### src/rtl/mem_bus_arbiter_if.sv
// Master-side request/ack bundle for mem_bus_arbiter (one instance per master).
// The err signal exists only when MEM_BUS_ERR_EN is defined.
interface mem_bus_arbiter_if #(
    parameter int AW = 16,
    parameter int DW = 16
) ();
    logic          req;
    logic          we;
    logic [AW-1:0] addr;
    logic [DW-1:0] wdata;
    logic          ack;
    logic [DW-1:0] rdata;
`ifdef MEM_BUS_ERR_EN
    logic          err;

    modport master (output req, we, addr, wdata, input ack, rdata, err);
    modport slave  (input req, we, addr, wdata, output ack, rdata, err);
`else
    modport master (output req, we, addr, wdata, input ack, rdata);
    modport slave  (input req, we, addr, wdata, output ack, rdata);
`endif
endinterface

### src/rtl/mem_bus_arbiter.sv
// Two-master round-robin arbiter/sequencer for the shared RAM/ROM bus.
// Optional MEM_BUS_ERR_EN adds per-master err pulses and out-of-range read zeroing.
module mem_bus_arbiter #(
    parameter int AW        = 16,
    parameter int DW        = 16,
    parameter int ROM_WORDS = 128,
`ifdef MEM_BUS_ERR_EN
    parameter int RAM_TOP   = 16'h0FFF + ROM_WORDS,
`endif
    parameter int READ_LAT  = 1
) (
    input  logic             Clock,
    input  logic             Resetn,
    mem_bus_arbiter_if.slave m0,
    mem_bus_arbiter_if.slave m1,
    output logic [AW-1:0]    mem_addr,
    output logic [DW-1:0]    mem_data,
    output logic             mem_wren,
    input  logic [DW-1:0]    ram_q,
    input  logic [DW-1:0]    rom_q,
    output logic             busy
);
    localparam logic [1:0] S_IDLE   = 2'd0;
    localparam logic [1:0] S_ACCESS = 2'd1;
    localparam logic [1:0] S_WAIT   = 2'd2;
    localparam logic [1:0] S_DONE   = 2'd3;

    // One extra bit so a limit of 2**AW still compares correctly.
    localparam logic [AW:0] ROM_LIM  = (AW+1)'(ROM_WORDS);
    localparam logic [1:0]  LAT_LOAD = 2'(READ_LAT - 1);

    logic [1:0]    state;
    logic [1:0]    cnt;
    logic          sel;
    logic          we_l;
    logic          rom_l;
    logic          last_grant;
    logic          gnt;
    logic          gnt_we;
    logic          gnt_rom;
    logic [AW-1:0] gnt_addr;
    logic [DW-1:0] gnt_wdata;
    logic [DW-1:0] rd_val;

`ifdef MEM_BUS_ERR_EN
    localparam logic [AW:0] TOP_LIM = (AW+1)'(RAM_TOP);
    logic oor_l;
    logic gnt_oor;
    logic done_err;
`endif

    // gnt: 0 selects M0, 1 selects M1; on a tie the master not served last wins.
    always_comb begin
        gnt       = (m0.req & m1.req) ? ~last_grant : m1.req;
        gnt_we    = gnt ? m1.we    : m0.we;
        gnt_addr  = gnt ? m1.addr  : m0.addr;
        gnt_wdata = gnt ? m1.wdata : m0.wdata;
        gnt_rom   = {1'b0, gnt_addr} < ROM_LIM;
`ifdef MEM_BUS_ERR_EN
        gnt_oor   = {1'b0, gnt_addr} >= TOP_LIM;
        done_err  = (we_l & rom_l) | oor_l;
        rd_val    = oor_l ? '0 : (rom_l ? rom_q : ram_q);
`else
        rd_val    = rom_l ? rom_q : ram_q;
`endif
    end

    assign busy = (state != S_IDLE);

    always_ff @(posedge Clock or negedge Resetn) begin
        if (!Resetn) begin
            state      <= S_IDLE;
            cnt        <= '0;
            sel        <= 1'b0;
            we_l       <= 1'b0;
            rom_l      <= 1'b0;
            last_grant <= 1'b1;
            mem_addr   <= '0;
            mem_data   <= '0;
            mem_wren   <= 1'b0;
            m0.ack     <= 1'b0;
            m1.ack     <= 1'b0;
            m0.rdata   <= '0;
            m1.rdata   <= '0;
`ifdef MEM_BUS_ERR_EN
            oor_l      <= 1'b0;
            m0.err     <= 1'b0;
            m1.err     <= 1'b0;
`endif
        end else begin
            m0.ack <= 1'b0;
            m1.ack <= 1'b0;
`ifdef MEM_BUS_ERR_EN
            m0.err <= 1'b0;
            m1.err <= 1'b0;
`endif
            case (state)
                S_IDLE: begin
                    if (m0.req | m1.req) begin
                        sel        <= gnt;
                        we_l       <= gnt_we;
                        rom_l      <= gnt_rom;
                        last_grant <= gnt;
                        mem_addr   <= gnt_addr;
                        mem_data   <= gnt_wdata;
                        mem_wren   <= gnt_we & ~gnt_rom;
`ifdef MEM_BUS_ERR_EN
                        oor_l      <= gnt_oor;
`endif
                        state      <= S_ACCESS;
                    end
                end
                S_ACCESS: begin
                    mem_wren <= 1'b0;
                    if (we_l) begin
                        m0.ack <= ~sel;
                        m1.ack <= sel;
`ifdef MEM_BUS_ERR_EN
                        m0.err <= ~sel & done_err;
                        m1.err <= sel & done_err;
`endif
                        state  <= S_DONE;
                    end else begin
                        cnt   <= LAT_LOAD;
                        state <= S_WAIT;
                    end
                end
                S_WAIT: begin
                    if (cnt == '0) begin
                        if (sel) m1.rdata <= rd_val;
                        else     m0.rdata <= rd_val;
                        m0.ack <= ~sel;
                        m1.ack <= sel;
`ifdef MEM_BUS_ERR_EN
                        m0.err <= ~sel & done_err;
                        m1.err <= sel & done_err;
`endif
                        state  <= S_DONE;
                    end else begin
                        cnt <= cnt - 2'd1;
                    end
                end
                default: state <= S_IDLE;
            endcase
        end
    end
endmodule

### src/flat_wrapper.sv
// flat-port wrapper written by rule: the top's interface ports become plain ports
module mem_bus_arbiter_flat 
#(
    parameter int AW        = 16,
    parameter int DW        = 16,
    parameter int ROM_WORDS = 128,

    parameter int READ_LAT  = 1
)
  (Clock, Resetn, mem_addr, mem_data, mem_wren, ram_q, rom_q, busy, m0_req, m0_we, m0_addr, m0_wdata, m0_ack, m0_rdata, m1_req, m1_we, m1_addr, m1_wdata, m1_ack, m1_rdata);
  mem_bus_arbiter_if #(.AW(AW), .DW(DW)) m0_i ();
  mem_bus_arbiter_if #(.AW(AW), .DW(DW)) m1_i ();
  input  logic Clock;
  input  logic Resetn;
  output logic [AW-1:0] mem_addr;
  output logic [DW-1:0] mem_data;
  output logic mem_wren;
  input  logic [DW-1:0] ram_q;
  input  logic [DW-1:0] rom_q;
  output logic busy;
  input wire logic [$bits(m0_i.req)-1:0] m0_req;
  input wire logic [$bits(m0_i.we)-1:0] m0_we;
  input wire logic [$bits(m0_i.addr)-1:0] m0_addr;
  input wire logic [$bits(m0_i.wdata)-1:0] m0_wdata;
  output wire logic [$bits(m0_i.ack)-1:0] m0_ack;
  output wire logic [$bits(m0_i.rdata)-1:0] m0_rdata;
  input wire logic [$bits(m1_i.req)-1:0] m1_req;
  input wire logic [$bits(m1_i.we)-1:0] m1_we;
  input wire logic [$bits(m1_i.addr)-1:0] m1_addr;
  input wire logic [$bits(m1_i.wdata)-1:0] m1_wdata;
  output wire logic [$bits(m1_i.ack)-1:0] m1_ack;
  output wire logic [$bits(m1_i.rdata)-1:0] m1_rdata;
  assign m0_i.req = m0_req;
  assign m0_i.we = m0_we;
  assign m0_i.addr = m0_addr;
  assign m0_i.wdata = m0_wdata;
  assign m0_ack = m0_i.ack;
  assign m0_rdata = m0_i.rdata;
  assign m1_i.req = m1_req;
  assign m1_i.we = m1_we;
  assign m1_i.addr = m1_addr;
  assign m1_i.wdata = m1_wdata;
  assign m1_ack = m1_i.ack;
  assign m1_rdata = m1_i.rdata;
  mem_bus_arbiter #(.AW(AW), .DW(DW), .ROM_WORDS(ROM_WORDS), .READ_LAT(READ_LAT)) u_core (.Clock(Clock), .Resetn(Resetn), .m0(m0_i), .m1(m1_i), .mem_addr(mem_addr), .mem_data(mem_data), .mem_wren(mem_wren), .ram_q(ram_q), .rom_q(rom_q), .busy(busy));
endmodule
### config.mk
export PLATFORM = sky130hd
export DESIGN_NAME = mem_bus_arbiter_flat
export DESIGN_NICKNAME = d
export VERILOG_FILES = /design/src/rtl/mem_bus_arbiter_if.sv /design/src/rtl/mem_bus_arbiter.sv /design/src/flat_wrapper.sv
export SDC_FILE = /design/constraint.sdc
export NUM_CORES = 1
export LEC_CHECK = 0
export BUFFER_PORTS_ARGS = -buffer_cell sky130_fd_sc_hd__buf_2
export CAP_MARGIN = 10
export CELL_PAD_IN_SITES_DETAIL_PLACEMENT = 0
export CELL_PAD_IN_SITES_GLOBAL_PLACEMENT = 1
export CORE_UTILIZATION = 25
export CTS_BUF_LIST = sky130_fd_sc_hd__clkbuf_8
export DETAILED_ROUTE_END_ITERATION = 10
export GPL_ROUTABILITY_DRIVEN = 0
export PLACE_DENSITY_LB_ADDON = 0.1
export RECOVER_POWER = 100
export REMOVE_ABC_BUFFERS = 1
export SLEW_MARGIN = 20
export SYNTH_ARGS = -nofsm -noshare
export SYNTH_HDL_FRONTEND = slang
export SYNTH_SLANG_ARGS = --single-unit
### constraint.sdc
create_clock -name Clock -period 1.8 [get_ports Clock]
set_clock_uncertainty 0.15 [all_clocks]
set_input_delay 0.09 -clock Clock [delete_from_list [all_inputs] [get_ports Clock]]
set_output_delay 0.09 -clock Clock [all_outputs]
set_load 0.02 [all_outputs]
-- Word-level counts from Yosys, hierarchy flattened
Cells that the tools add are included.
- bits in registers: 75
- input bits: 102
- output and inout port bits: 68
- logic and storage cells: 58
- add/sub/neg operators: 1
- magnitude comparators: 1
- eq/ne operators: 6
- mux-type cells: 20
- bitwise gates (word level): 6
- reductions and logical operators: 11
- operators with widths (cell ; count):
    16-bit 2-to-1 mux ; 3
    16-bit by 8-bit < comparator with 1-bit output (second input constant) ; 1
    3-bit AND reduction ; 3
    1-bit 2-to-1 mux ; 8
    2-bit 2-to-1 mux ; 4
    1-bit one-hot mux with 2 select lines ; 3
    2-bit one-hot mux with 3 select lines ; 1
    2-bit AND reduction ; 3
    2-bit nonzero test ; 3
    2-bit logical NOT ; 2
    2-bit by 1-bit != test with 1-bit output (second input constant) ; 2
    2-bit != test (second input constant) ; 2
    2-bit one-hot mux with 2 select lines ; 1
    1-bit NOT ; 3
    1-bit bitwise AND ; 2
    2-bit by 1-bit == test with 1-bit output (second input constant) ; 1
    2-bit == test (second input constant) ; 1
    2-bit by 1-bit subtractor with 2-bit output (second input constant) ; 1
    1-bit OR ; 1

-- Longest topological paths before layout
Gate-level depths: netlist (run 1).
- depth in word-level cells: 8
- depth in mapped cells: 8
- depth with buffers taken out: 6

-- Least setup slack after synthesis (run 1)
OpenSTA, ideal clock, no wires.
- path kind: flip-flop to flip-flop
- start: register u_core.state[0]
- end: register u_core.rom_l
- setup time: 0.125 ns
- arrival: 1.367 ns
- data required time: 1.525 ns
- setup slack: 0.159 ns
- cell stages (with the launch flop): 8
- buffers on the path: 2
- period minus slack after synthesis: 1.641 ns
- cells stage by stage: dfrtp_1 > inv_1 > ha_1 > buf_2 > o21ai_2 > buf_4 > inv_2 > mux2_2
- cells in the longest elaborated chain, start to end: 2
- ends and longest elaborated chain (what ; RTL line ; RTL):
    start, declared ; mem_bus_arbiter.sv:32 ; logic [1:0] state;
    start signal, assigned ; mem_bus_arbiter.sv:72 ; state <= S_IDLE;
    start signal, assigned ; mem_bus_arbiter.sv:110 ; state <= S_ACCESS;
    start signal, assigned ; mem_bus_arbiter.sv:122 ; state <= S_DONE;
    2-bit logical NOT ; mem_bus_arbiter.sv:97 ; case (state)
    2-bit AND reduction (no line) ; -- ;
    end signal, assigned ; mem_bus_arbiter.sv:102 ; rom_l <= gnt_rom;
    end, declared ; mem_bus_arbiter.sv:36 ; logic rom_l;
No other way between the ends.
A chain may end at the register's enable or synchronous reset.

-- Worst setup path in the final report (run 1)
- start: input port m1_req
- end: register u_core.mem_data[10]
- cells in the longest elaborated chain, start to end: 3
- elaborated cells between the ends (all ways): 5
- those cells by class: mux (2); bitwise (2); reduce/logical (1)
- ends and longest elaborated chain (what ; RTL line ; RTL):
    start, declared ; flat_wrapper.sv:27 ; input wire logic [$bits(m1_i.req)-1:0] m1_req;
    1-bit bitwise AND ; mem_bus_arbiter.sv:54 ; gnt = (m0.req & m1.req) ? ~last_grant : m1.req;
    1-bit 2-to-1 mux ; mem_bus_arbiter.sv:54 ;
    16-bit 2-to-1 mux ; mem_bus_arbiter.sv:57 ; gnt_wdata = gnt ? m1.wdata : m0.wdata;
    end signal, assigned ; mem_bus_arbiter.sv:105 ; mem_data <= gnt_wdata;
    end, declared ; mem_bus_arbiter.sv:17 ; output logic [DW-1:0] mem_data,
Several ways; a longest one is shown, not always the timed one.

==> out/qor.yml, run 1 <==
period_minus_slack_ns: 1.696
grt_pass1_wl_um: 16900
fill_cells: 1362
io_pins: 170
synth_cell_types: 30
slew_viol_final: 0
cts-resized-gates: 0
synth_top_family_by_area: "multiplexers"
synth_area_um2: 3383
synth-xor-area-share_pct: 0
setup_ws_ns: 0.1043
rsz0062_at_grt: "false"
final-hold-violation-count: 0
synth.avg_cell_area_um2: 10.22
grt_overflow: 0
worstReg2RegStart: "u_core.state[0]$_DFFE_PN0P_"
timing.final.crit_share_pct: 94.21
clk_latency_ns: 0.35
finalPower_mw: 7.650
dieWidth_um: 118.3
peakVddDrop_v: 0.0005410
cellLeakagePower_nw: 2.574
die-area_um2: 14000
ys_top_cells_by_area: "dfrtp_1 55%, mux2i_1 14%, nand2_1 8.4%, o21ai_0 5.8%, o21ai_1 4.9%"
hpwl_um: 6732
layout.nets: 709
wl_per_cell_um: 12.96
cts.clk_slew.worst_paths_ns: 0.07
yosysSeqAreaShare_pct: 55.51
antenna_left: 0
num_vias: 3304
setup_viol: 0
end_kind: "flip-flop"
core_um2: 13240
worstReg2RegEnd: "u_core.m0.rdata[0]$_DFFE_PN0P_"
synth-main-ff-cell: "dfrtp_1"
clockBufferDepth: 2
crit_arrival_ns: 1.77
n_antenna_cell: 0
drtPass1Iterations: 4
ys_ff_latch: 75
synth_edf_count: 0
drt_iter0_drc: 111
synth_top_area_cell: "dfrtp_1"
reg2reg_depth: 7
cap_violations: 0
worst_setup_path_start_kind: "input port"
pwr_density_cell_nw_per_um2: 1382
die_h_um: 118.3
cp_max_fo: 25
drive_gt1_share_pct: 21.09
grt_pass1_vias: 3511
rows: 42
hold_ws_ns: 0.2205
placed_area_um2: 4477
cp_slowest_stage_delay_ns: 0.52
synthCells: 331
initial_core_util_pct: 25.55
tightest_slew_ns: 0.7801
timing.critical_path.max_delay_family: "buffers and inverters"
grt_antenna_before_repair: 0
cp_slowest_cell: "dlygate4sd3_1"
wl_um: 10150
crit_type: "in -> reg"
synth_simple_gate_area_share_pct: 10.65
status: "finished clean"
tritoncts.num_buffers: 9
crit_required_ns: 1.88
timing.slew.headroom_pct: 47.99
min_path_type: "in -> async"
yosysWarnings: 0
setup_tns_ns: 0
via_per_inst: 4.220
r2r_slack_ns: 0.16
clock.fmax_ghz: 0.5897
drc: 0
yosys.area.top_type_share_pct: 54.73
root_buffer: "clkbuf_8"
synthAdderAreaFrac_pct: 1.849
critPathBufInv: 3
htree_levels: 3
final_area_um2: 5537
synthArstFlopShare_pct: 100.0
area_growth_pct: 63.65
clock_sinks: 75
path_cells: "dlygate4sd3_1, clkbuf_2, a21boi_4, buf_6, mux2i_1, o21ai_0"
track_usage_pct: 15.39
grt_max_degree: 65
io_buffers: 169
place_ws_ns: 0.1765
cts_tree: "yes"
synth_compound_area_share_pct: 12.83
synth_mux_area_share_pct: 14.87
[state kept, by name (all words and copies together), names as in the netlist]
register,flops
u_core.m0.rdata,16
u_core.mem_wren,1
u_core.rom_l,1
u_core.mem_data,16
u_core.cnt,2
u_core.m1.ack,1
u_core.state,2
u_core.last_grant,1
u_core.mem_addr,16
u_core.m0.ack,1
u_core.m1.rdata,16
u_core.sel,1
u_core.we_l,1
[worst max path at each step]
stage	startpoint	depth (start not counted)	endpoint	slack, ns
global route	Resetn	3	u_core.state[0]$_DFFE_PN0P_	0.005
detailed placement	u_core.state[0]$_DFFE_PN0P_	7	u_core.m0.rdata[0]$_DFFE_PN0P_	0.18
floorplan	u_core.last_grant$_DFFE_PN1P_	4	u_core.mem_wren$_DFFE_PN0P_	-0.76
global placement	u_core.state[0]$_DFFE_PN0P_	7	u_core.m1.rdata[2]$_DFFE_PN0P_	0.21
finish	m1_req	6	u_core.mem_data[10]$_DFFE_PN0P_	0.10
CTS	u_core.state[0]$_DFFE_PN0P_	5	busy	0.07
[per-layer routing]
layer  wire (um)  track usage [%]
met2        4371            24.23
met1        4877            19.72
met4         201            6.811
met3         698            4.151
met5           0                0
[area by class of cell]
class / count / area [um2] / share of cell area, %
inverters: 8 / 30.03 / 0.5424
well taps: 176 / 220.2 / 3.977
clock inverters: 5 / 21.27 / 0.3842
multi-input cells: 228 / 1375 / 24.84
clock buffers: 11 / 151.4 / 2.734
repair buffers: 280 / 1861 / 33.60
flip-flops and latches: 75 / 1878 / 33.92
[synth_stat cells (2+ instances only)]
cell type and number:
buf_6 4, o21ai_0 39, nor2_1 6, o21ai_1 33, buf_2 2, ha_1 5, nor2b_1 2, mux2i_1 48
inv_1 7, a21oi_1 3, dfrtp_1 74, buf_4 2, nor3_1 2, clkbuf_1 12, nor4_1 2, nand2_1 76
[placed cells by master, fill, tap and decap left out]
| cell type | n |
|---|---|
| o21ai_4 | 1 |
| nor4_1 | 2 |
| ha_1 | 5 |
| nand3_1 | 1 |
| inv_1 | 11 |
| nand4_1 | 1 |
| buf_12 | 1 |
| o21ai_0 | 62 |
| a22o_1 | 1 |
| o211ai_1 | 1 |
| a21boi_4 | 1 |
| buf_6 | 3 |
| nor2b_1 | 2 |
| dfstp_2 | 1 |
| dfrtp_1 | 74 |
| mux2i_1 | 48 |
| buf_2 | 101 |
| o21ai_1 | 10 |
| a21oi_1 | 3 |
| clkbuf_8 | 11 |
| mux2_2 | 1 |
| clkbuf_2 | 4 |
| a31oi_1 | 1 |
| o31ai_1 | 1 |
| clkinv_2 | 2 |
| mux2_1 | 1 |
| nand2_1 | 76 |
| and2_1 | 1 |
| buf_4 | 2 |
| nor2_1 | 6 |
| clkbuf_1 | 68 |
| o2111ai_1 | 1 |
| dlygate4sd3_1 | 101 |
| nor3_1 | 2 |
[timing repair]
item	CTS	global route
endpoints found under the hold margin	141	0
setup buffers	0	0
hold buffers	101	0
[report_power, final]
part | internal [mW] | total (mW) | switching [mW] | leakage (nW)
combinational | 1.17 | 3.56 | 2.39 | 1.54
sequential | 2.49 | 2.92 | 0.429 | 0.929
clock | 0.557 | 1.17 | 0.611 | 0.103
[worst reg2reg max path: cells and delay by family (launching register included)]
kind / cells / cell delay (ns)
AO/OA/AOI/OAI: 1 / 0.08
flip-flops: 1 / 0.41
adder cells (fa/ha/maj): 1 / 0.23
AND/OR/NAND/NOR: 3 / 0.37
buffers and inverters: 2 / 0.28
[kinds of logic (layout without fill, tap and decap cells)]
logic type,count (synthesis),count (layout)
multiplexers,50,50
AND/OR/NAND/NOR,91,91
flip-flops,75,75
AO/OA/AOI/OAI,82,82
adder cells (fa/ha/maj),5,5
buffers and inverters,28,304
[metrics by stage]
stage	std cells	util, %
6_report	783	41.81
5_1_grt	783	41.81
4_1_cts	783	42.74
3_5_place_dp	666	33.81
3_3_place_gp	666	33.81
2_1_floorplan	311	-
Power figures use the tool's default switching activity.
==> run 2: changes to the inputs <==
- CTS_BUF_LIST: sky130_fd_sc_hd__clkbuf_8 -> sky130_fd_sc_hd__clkbuf_2 sky130_fd_sc_hd__clkbuf_4 sky130_fd_sc_hd__clkbuf_8
- clock period: 1.8 -> 2 ns (I/O delays scaled with it)
==> run 2 against run 1 <==
Flip-flop and latch count unchanged; non-clock buffer count down 3; final area rose by 0.34%; critical path depth unchanged; via count fell by 2.5%; global-route usage down 0.51 points; sequential power down 9.9%; combinational power is 11% lower; power is 9.2% lower; register-to-register slack about the same; clock-buffer cell count increased by 4; largest power group unchanged.
==> out/qor.yml, run 2 (same netlist as run 1, synthesis figures left out) <==
status: "finished clean"
grt_pass1_wl_um: 16340
root_buffer: "clkbuf_8"
timing.final.crit_share_pct: 93.77
hpwl_um: 6548
min_path_type: "in -> reg"
slew_viol_final: 0
n_antenna_cell: 0
drc: 0
clockBufferDepth: 2
initial_core_util_pct: 25.55
mostFrequentLayoutCells: "102 x dlygate4sd3_1, 100 x buf_2, 76 x nand2_1, 74 x dfrtp_1, 68 x clkbuf_1"
antenna_left: 0
grt_pass1_vias: 3409
via_per_inst: 4.128
critPathBufInv: 3
die-area_um2: 14000
htree_levels: 3
pwr_density_cell_nw_per_um2: 1250
timing.critical_path.max_delay_family: "buffers and inverters"
area_growth_pct: 64.20
drive_gt1_share_pct: 21.19
cap_violations: 0
cpMostUsedCell: "dlygate4sd3_1"
hold_ws_ns: 0.09504
cp_slowest_stage_delay_ns: 0.56
cp_slowest_cell: "dlygate4sd3_1"
core_um2: 13240
worst_setup_path_start_kind: "input port"
drt_iter0_drc: 107
final-hold-violation-count: 0
drtPass1Iterations: 4
final-seq-area_um2: 1878
final_common_cell: "dlygate4sd3_1"
die_h_um: 118.3
peakVddDrop_v: 0.0004481
num_vias: 3220
min-delay-start: "m0_addr[12]"
worstReg2RegStart: "u_core.state[1]$_DFFE_PN0P_"
cp_max_fo: 8
end_kind: "flip-flop"
clock_sinks: 75
layout.nets: 706
path_cells: "dlygate4sd3_1, buf_2, a21boi_4, mux2i_1, dlygate4sd3_1, o21ai_1"
dieWidth_um: 118.3
grt_max_degree: 65
critPathLaunch: "m1_req"
tritoncts.num_buffers: 9
cts.clk_slew.worst_paths_ns: 0.08
tightest_slew_ns: 0.9997
post_cts_buffers: 0
io_pins: 170
grt_overflow: 0
period_minus_slack_ns: 1.875
cts_tree: "yes"
multi_input_area_um2: 1378
crit_required_ns: 2.08
clk_latency_ns: 0.36
rsz0062_at_grt: "false"
io_buffers: 169
clock.fmax_ghz: 0.5332
crit_arrival_ns: 1.95
wl_per_cell_um: 12.60
crit_type: "in -> reg"
timing.slew.headroom_pct: 33.35
track_usage_pct: 14.88
grt_antenna_before_repair: 0
finalPower_mw: 6.947
rows: 42
fill_cells: 1381
cellLeakagePower_nw: 2.561
setup_tns_ns: 0
setup_viol: 0
wl_um: 9829
-- run 2: worst paths after layout --
| kind | endpoint | slack [ns] | depth (start not counted) |
|---|---|---|---|
| setup / recovery | u_core.mem_addr[12]$_DFFE_PN0P_ | 0.12 | 6 |
| hold / removal | u_core.mem_wren$_DFFE_PN0P_ | 0.1 | 5 |
| setup reg to reg | u_core.last_grant$_DFFE_PN1P_ | 0.17 | 5 |
| hold reg to reg | u_core.m0.ack$_DFF_PN0_ | 0.31 | 1 |
| max in group asynchronous | u_core.last_grant$_DFFE_PN1P_ | 0.57 | 3 |
| min in group asynchronous | u_core.m1.rdata[12]$_DFFE_PN0P_ | 0.33 | 2 |
-- run 2: where the power goes --
part           internal, mW  switching (mW)
Clock                 0.613           0.543
Sequential             2.24           0.384
Combinational          1.03            2.13
-- run 2: area by class of cell --
class | count | share of cell area [%]
Inverter | 8 | 0.5405
Clock inverter | 1 | 0.09009
Multi-Input combinational cell | 228 | 24.80
Clock buffer | 15 | 3.491
Sequential cell | 75 | 33.81
Tap cell | 176 | 3.964
Timing Repair Buffer | 277 | 33.31
-- run 2: what timing repair did --
item	in CTS	in global routing
hold buffers	102	0
gates resized for setup	0	2
setup endpoints to repair	0	2
hold endpoints to repair	113	0
-- run 2: tightest hold or removal path, delay by kind of cell --
family          cells  cell delay, ns
compound gates      2            0.24
simple gates        2            0.14
buf+inv             1            0.09
-- run 2: routing by layer --
metal | global-route usage (%) | wire length (um) | vias to the layer above | part of all wire, %
li1 | - | - | 1664 | -
met1 | 19.33 | 4703 | 1398 | 48
met2 | 22.50 | 4150 | 139 | 42
met3 | 4.199 | 751 | 19 | 7.6
met4 | 7.612 | 223 | 0 | 2.3
met5 | 0 | 0 | - | 0
-- run 2: metrics by stage --
| step | std cells | utilization, % | worst slack [ns] | cell area (um2) |
|---|---|---|---|---|
| floorplan | 311 | - | -0.5638 | 3268 |
| global placement | 662 | 33.48 | 0.2913 | 4434 |
| detailed placement | 662 | 33.48 | 0.3013 | 4434 |
| CTS | 780 | 42.70 | 0.1003 | 5654 |
| global route | 780 | 41.95 | 0.04800 | 5555 |
| finish | 780 | 41.95 | 0.1246 | 5555 |
